[config.mk]
export PLATFORM = sky130hd
export DESIGN_NAME = hazard_stall_controller
export DESIGN_NICKNAME = d
export VERILOG_FILES = /design/src/rtl/hazard_stall_controller.sv
export SDC_FILE = /design/constraint.sdc
export NUM_CORES = 1
export LEC_CHECK = 0
export CAP_MARGIN = 20
export CORE_UTILIZATION = 42
export CTS_CLUSTER_DIAMETER = 30
export DETAILED_ROUTE_END_ITERATION = 7
export HOLD_SLACK_MARGIN = 0.1
export PLACE_DENSITY = 0.83
export SETUP_SLACK_MARGIN = 0.4
export SYNTH_ARGS = -nofsm -noshare
export SYNTH_HDL_FRONTEND = slang
export SYNTH_SLANG_ARGS = --single-unit
[constraint.sdc]
create_clock -name clk -period 2 [get_ports clk]
set_input_delay 0.4 -clock clk [delete_from_list [all_inputs] [get_ports clk]]
set_output_delay 0.4 -clock clk [all_outputs]
set_load 0.01 [all_outputs]
[src/rtl/hazard_stall_controller.sv]
// -----------------------------------------------------------------------------
// hazard_stall_controller
//
// Hazard controller for the 5-stage ARM-subset core. It sits at the ID stage,
// next to the forwarding unit, and makes three decisions every cycle:
//   * stall : freeze PC and IF/ID and inject a bubble into ID/EX, because the
//             ID instruction reads a register that is not available yet
//   * flush : discard the fetched instruction because a branch resolved taken
//   * it also runs a watchdog on runs of consecutive stall cycles and keeps
//     saturating stall/flush event counters for debug readout
//
// Ports
//   clk           rising-edge clock for all state
//   rst           synchronous, active-high reset
//   forward_en    1: forwarding active, only load-use hazards stall
//                 0: every RAW hazard against EXE or MEM stalls
//   id_valid      ID holds a real instruction
//   src1, src2    ID source registers (src2 only used when two_src=1)
//   two_src       ID instruction reads src2
//   exe_wb_en     EXE-stage instruction writes back
//   exe_dest      EXE-stage destination register
//   exe_mem_read  EXE-stage instruction is a load
//   mem_wb_en     MEM-stage instruction writes back
//   mem_dest      MEM-stage destination register
//   branch_taken  branch resolved taken in EXE this cycle
//   stall         combinational stall request
//   flush         combinational IF/ID clear
//   hang_err      sticky watchdog error, cleared only by rst
//   stall_cycles  saturating count of stall cycles
//   flush_events  saturating count of flush cycles
// -----------------------------------------------------------------------------
module hazard_stall_controller #(
  parameter int REG_W     = 4,
  parameter int CNT_W     = 16,
  parameter int MAX_STALL = 3
) (
  input  logic             clk,
  input  logic             rst,
  input  logic             forward_en,
  input  logic             id_valid,
  input  logic [REG_W-1:0] src1,
  input  logic [REG_W-1:0] src2,
  input  logic             two_src,
  input  logic             exe_wb_en,
  input  logic [REG_W-1:0] exe_dest,
  input  logic             exe_mem_read,
  input  logic             mem_wb_en,
  input  logic [REG_W-1:0] mem_dest,
  input  logic             branch_taken,
  output logic             stall,
  output logic             flush,
  output logic             hang_err,
  output logic [CNT_W-1:0] stall_cycles,
  output logic [CNT_W-1:0] flush_events
);

  // Run counter must hold values 0 .. MAX_STALL+1.
  localparam int RUN_W = $clog2(MAX_STALL + 2);
  localparam logic [RUN_W-1:0] RUN_ZERO  = RUN_W'(0);
  localparam logic [RUN_W-1:0] RUN_ONE   = RUN_W'(1);
  localparam logic [RUN_W-1:0] RUN_SAT   = RUN_W'(MAX_STALL + 1);
  localparam logic [RUN_W-1:0] RUN_LIMIT = RUN_W'(MAX_STALL);

  typedef enum logic [0:0] {
    RUN      = 1'b0,
    STALLING = 1'b1
  } state_t;

  // Saturating increment: an all-ones counter holds instead of wrapping.
  function automatic logic [CNT_W-1:0] sat_inc(input logic [CNT_W-1:0] value);
    logic [CNT_W-1:0] result;
    if (&value) begin
      result = value;
    end else begin
      result = value + {{(CNT_W-1){1'b0}}, 1'b1};
    end
    return result;
  endfunction

  // True when the ID instruction reads the given destination register.
  // Matching is purely by value; no register number is special.
  function automatic logic reads_reg(input logic [REG_W-1:0] dest,
                                     input logic [REG_W-1:0] s1,
                                     input logic [REG_W-1:0] s2,
                                     input logic             uses_s2);
    return (s1 == dest) | (uses_s2 & (s2 == dest));
  endfunction

  logic             m_exe_s;
  logic             m_mem_s;
  logic             hazard_s;
  logic             stall_s;
  logic             flush_s;
  state_t           state_r;
  state_t           state_nxt_s;
  logic [RUN_W-1:0] run_cnt_r;
  logic [RUN_W-1:0] run_cnt_nxt_s;
  logic             trip_s;
  logic             hang_r;
  logic [CNT_W-1:0] stall_cnt_r;
  logic [CNT_W-1:0] flush_cnt_r;

  // Hazard detection and the zero-latency stall/flush decision.
  always_comb begin
    m_exe_s  = exe_wb_en & reads_reg(exe_dest, src1, src2, two_src);
    m_mem_s  = mem_wb_en & reads_reg(mem_dest, src1, src2, two_src);
    hazard_s = 1'b0;
    if (forward_en) begin
      // MEM results are forwarded; only a load still in EXE is unavailable.
      hazard_s = id_valid & m_exe_s & exe_mem_read;
    end else begin
      hazard_s = id_valid & (m_exe_s | m_mem_s);
    end
    // A taken branch discards the ID instruction, so its hazard is void.
    stall_s = hazard_s & ~branch_taken;
    flush_s = branch_taken;
  end

  assign stall = stall_s;
  assign flush = flush_s;

  // Next state of the stall-run tracker and the watchdog trip condition.
  always_comb begin
    state_nxt_s   = RUN;
    run_cnt_nxt_s = RUN_ZERO;
    trip_s        = 1'b0;
    case (state_r)
      RUN: begin
        if (stall_s) begin
          state_nxt_s   = STALLING;
          run_cnt_nxt_s = RUN_ONE;
        end else begin
          state_nxt_s   = RUN;
          run_cnt_nxt_s = RUN_ZERO;
        end
      end
      STALLING: begin
        if (stall_s) begin
          state_nxt_s = STALLING;
          if (run_cnt_r >= RUN_SAT) begin
            run_cnt_nxt_s = RUN_SAT;
          end else begin
            run_cnt_nxt_s = run_cnt_r + RUN_ONE;
          end
        end else begin
          state_nxt_s   = RUN;
          run_cnt_nxt_s = RUN_ZERO;
        end
      end
      default: begin
        state_nxt_s   = RUN;
        run_cnt_nxt_s = RUN_ZERO;
      end
    endcase
    // The run count saturates above MAX_STALL, so the trip stays reachable
    // for as long as the run continues.
    if (stall_s && (run_cnt_nxt_s > RUN_LIMIT)) begin
      trip_s = 1'b1;
    end else begin
      trip_s = 1'b0;
    end
  end

  // State, watchdog and performance counter registers.
  always_ff @(posedge clk) begin
    if (rst) begin
      state_r     <= RUN;
      run_cnt_r   <= RUN_ZERO;
      hang_r      <= 1'b0;
      stall_cnt_r <= {CNT_W{1'b0}};
      flush_cnt_r <= {CNT_W{1'b0}};
    end else begin
      state_r   <= state_nxt_s;
      run_cnt_r <= run_cnt_nxt_s;
      if (trip_s) begin
        hang_r <= 1'b1;
      end else begin
        hang_r <= hang_r;
      end
      if (stall_s) begin
        stall_cnt_r <= sat_inc(stall_cnt_r);
      end else begin
        stall_cnt_r <= stall_cnt_r;
      end
      if (flush_s) begin
        flush_cnt_r <= sat_inc(flush_cnt_r);
      end else begin
        flush_cnt_r <= flush_cnt_r;
      end
    end
  end

  assign hang_err     = hang_r;
  assign stall_cycles = stall_cnt_r;
  assign flush_events = flush_cnt_r;

endmodule

# Word-level counts from Yosys, hierarchy flattened
# Index checks and enable logic that the tools add are counted.
# op_classes
n_addsub	3
magnitude_cmp	2
eq_ne	4
muxes	7
bitwise_logic	15
n_reduce_logical	5
# ops
op	n
$add A16 B1 Y16 const B	2
$reduce_and A16 Y1	2
$eq A4 B4 Y1	4
$and A1 B1 Y1	8
$mux W3	2
$pmux W3 S2	1
$mux W1	4
$not A1 Y1	4
$reduce_and A2 Y1	2
$add A3 B1 Y3 const B	1
$ge A3 B3 Y1 const B	1
$gt A3 B2 Y1 const B	1
$or A1 B1 Y1	3
$logic_and A1 B1 Y1	1
# totals
ff_bits	37
input_bits	25
output_inout_bits	35
wordCells	41

# Depth between registers and ports, before layout
# logic_depth
ltp_word	13
depth_mapped	8
depth_no_buf	7

# Worst setup path before layout
# No wires, ideal clock.
# synth_path
kind	input-to-reg
from	input src2[3]
to	register stall_cnt_r[11] (netlist: stall_cycles[11])
setup_ps	121
arrival_time_ps	1843
required_time_ps	1879
path_slack_ps	37
stages	7
n_path_buf	1
path_cell_list	xnor2_1 -> nand3_1 -> o32ai_2 -> o211ai_2 -> buf_6 -> nor4_1 -> mux2_2
# synth_between
elab_chain_len	9
elab_cells_between_ends	15
classes_between	eq/ne (2); mux (1); bitwise (11); reduce/logical (1)
# synth_rtl
element	line	rtl
start, declared	42	input logic [REG_W-1:0] src2,
$eq A4 B4 Y1	86	return (s1 == dest) | (uses_s2 & (s2 == dest));
$and A1 B1 Y1	86	
$or A1 B1 Y1	86	
$and A1 B1 Y1, on equally long branches	105, 106	
$or A1 B1 Y1 / $and A1 B1 Y1 (equally long branches)	112, 110	
$and A1 B1 Y1, on equally long branches	112, 110	
$mux W1 (*)	108	if (forward_en) begin
$and A1 B1 Y1 (*)	115	stall_s = hazard_s & ~branch_taken;
$reduce_and A2 Y1 (no source line) (*)	--	
end signal, assigned	170	stall_cnt_r <= {CNT_W{1'b0}};
end signal, assigned	181	stall_cnt_r <= sat_inc(stall_cnt_r);
end signal, assigned	183	stall_cnt_r <= stall_cnt_r;
end, declared	100	logic [CNT_W-1:0] stall_cnt_r;
# Every way passes the cells marked *; elsewhere a longest branch is shown, timed or not.
# A chain may end at the register's enable or synchronous reset.

# Worst setup path in the final report
# layout_path
from	input src1[1]
to	output stall
# layout_between
elab_chain_len	7
elab_cells_between_ends	12
classes_between	eq/ne (2); mux (1); bitwise (9)
# layout_rtl
element	line	rtl
start, declared	41	input logic [REG_W-1:0] src1,
$eq A4 B4 Y1	86	
$or A1 B1 Y1	86	
$and A1 B1 Y1, on equally long branches	105, 106	
$or A1 B1 Y1 / $and A1 B1 Y1 (equally long branches)	112, 110	
$and A1 B1 Y1, on equally long branches	112, 110	
$mux W1 (*)	108	
$and A1 B1 Y1 (*)	115	
end, declared	50	output logic stall,
# Marks and branches as above.

==> flow_summary.json <==
{
  "worstRegToRegCells": 7,
  "route.antenna.remaining_nets": 0,
  "dp_hpwl_mm": 3.28,
  "critical_path_class": "input pin to output pin",
  "fin_crit_sh_pct": 93.5,
  "powerDensity_mw_per_mm2": 467,
  "final_cell_mix": "dlygate4sd2_1 (29), buf_4 (26), nor2_1 (20)",
  "fp.dieW_um": 70.2,
  "cts_buffer_depth": 2,
  "yosysTopAreaCell": "dfxtp_1",
  "grt_pass1_vias": 1856,
  "hold_viol": 0,
  "clk_pin_slew_ps": 70,
  "rows": 24,
  "netlist_top_cells_area": "dfxtp_1 (38%), xnor2_1 (8.5%), xor2_1 (4.5%)",
  "finalCriticalPeriod_ps": 1870,
  "hold_buffers": 0,
  "holdPathStages": 1,
  "core_area_sq_mm": 0.00441,
  "start_util_pct": 44.3,
  "yosysWarnings": 0,
  "finalMaxSlewViolations": 0,
  "critPathArrivalTime_ps": 1470,
  "die_y_um": 70.2,
  "grt_setup_unrepaired": "yes",
  "synth_top_cell_area_share_pct": 37.9,
  "routabilityCongestion": 0.791,
  "cap_viol_max_count": 0,
  "via_per_inst": 5.43,
  "cts_num_sinks": 37,
  "finClkSkew_ps": 10.3,
  "htree_levels": 2,
  "r2r-end": "stall_cycles[5]",
  "overflow": 0,
  "antenna_found_initial": 0,
  "hp-class": "flip-flop to flip-flop",
  "diodes": 0,
  "cts_tree": "yes",
  "syn-num-nets": 258,
  "min_from": "run_cnt_r[2]",
  "routed_wirelength_mm": 5.31,
  "num_vias": 2009,
  "grt_usage_pct": 21.1,
  "final_common_cell": "dlygate4sd2_1",
  "r2r_setup_slack_ps": 270,
  "cp_data_required_time_ps": 1600,
  "ios": 60,
  "min_to": "run_cnt_r[1]",
  "syn_avg_cell_area_sq_um": 8.53,
  "crit_path_max_fanout": 4,
  "portBuffers": 59,
  "fmax_ghz": 0.535,
  "nets": 346,
  "netlist_area_sq_mm": 0.00195,
  "synth-seq-area-share_pct": 37.9,
  "setup_tns_ps": 0,
  "drtIter0Drc": 100,
  "finish.utilization_pct": 72.1,
  "firstDrtPassIters": 4,
  "vdd_drop_max_mv": 0.580,
  "drcViolationCount": 0,
  "root_buffer": "clkbuf_8",
  "p_leak_uw": 0.00138,
  "synth-edff-count": 0,
  "grt_first_pass_wirelength_mm": 8.50,
  "synth-seq-cells": 37,
  "setup-violations-final": 0,
  "final_layout_size_suffix_gt1_share_pct": 40.3,
  "ys.flop_type": "dfxtp_1",
  "status": "finished, final reports clean",
  "crit_path_end_kind": "output pin",
  "slew_headroom_pct": 76.2,
  "die_area_sq_mm": 0.00493,
  "r2r-start": "stall_cycles[5]",
  "netlist-cell-type-count": 37,
  "area_delta_synth_final_pct": 62.8,
  "netlist_instances": 229,
  "wl_per_cell_um": 14.4,
  "startpoint_type": "input pin",
  "worst_slew_pin_slew_ps": 355,
  "holdWs_ps": 451,
  "postSynth.asyncResetShare_pct": 0,
  "numCtsBuffers": 5,
  "clk_latency_ps": 290,
  "grt_max_degree": 39
}
-- per-stage QoR --
| stage | cell area, sq um | power, uW | std cells | worst slack [ps] |
|---|---|---|---|---|
| after global placement | 2710 | 924 | 341 | -578 |
| after CTS | 2980 | 1470 | 362 | 177 |
| after detailed placement | 2710 | 927 | 341 | -597 |
| after floorplan | 2020 | 836 | 229 | 211 |
| after global routing | 3180 | 1550 | 370 | 56.1 |
| final | 3180 | 1490 | 370 | 131 |
-- critical path, stage by stage --
cell and delay, ps:
buf_2 130, xnor2_1 210, nand4_1 150, o22ai_2 250, o211ai_4 160, inv_2 80, buf_6 90
-- logic make-up after synthesis --
group,Yosys count,synth area share [%]
fa+ha+maj,4,2.56
flops,37,37.9
mux,3,1.66
buf+inv,18,4.10
compound gates,43,14.1
simple gates,95,26.7
xor+xnor,29,13.0
-- flip-flops by register name, indices dropped and copies added (netlist names) --
name,cells
run_cnt_r,3
state_r,1
stall_cycles,16
flush_events,16
hang_err,1
-- synth_stat cells (6+ instances only) --
| cell | n |
|---|---|
| or4_1 | 10 |
| inv_1 | 9 |
| nor2_1 | 21 |
| a21oi_1 | 15 |
| o31ai_1 | 10 |
| clkbuf_1 | 6 |
| nand4_1 | 10 |
| o21ai_0 | 10 |
| xor2_1 | 10 |
| nand3_1 | 15 |
| xnor2_1 | 19 |
| dfxtp_1 | 37 |
| nand2_1 | 12 |
-- power breakdown --
part | switching, uW | internal [uW]
registers | 9.37 | 737
logic | 88.3 | 104
clock network | 265 | 281
-- worst max path at each step --
stage / from / end / depth (start not counted)
finish: src1[1] / stall / 7
global route: src1[1] / stall_cycles[2] / 8
CTS: mem_dest[2] / stall / 7
detailed placement: src2[0] / stall / 7
global placement: src2[1] / stall / 7
floorplan: src2[1] / stall_cycles[14] / 7
-- per-layer routing --
layer  track usage (%)  vias to the layer above  wire (um)  part of all wire, %
li1                  -                     1010          -                    -
met1              26.7                      945       2280                   43
met2              36.6                       48       2790                   52
met3              4.04                        6        196                  3.7
met4              5.56                        0         51                 0.96
met5                 0                        -          0                    0
-- final cells by class --
| cell class | count | area, sq um |
|---|---|---|
| Clock buffer | 7 | 86.3 |
| Clock inverter | 1 | 6.26 |
| Fill cell | 320 | 1230 |
| Inverter | 9 | 33.8 |
| Multi-Input combinational cell | 174 | 1420 |
| Sequential cell | 37 | 783 |
| Tap cell | 52 | 65.1 |
| Timing Repair Buffer | 90 | 790 |
-- repair_timing --
action,4_1_cts,5_1_grt
setup endpoints to repair,69,35
buffers inserted,12,7
resized for setup,154,39
cloned,1,1
pin swaps,27,18
endpoints found under the hold margin,0,0
Power figures use the tool's default switching activity.
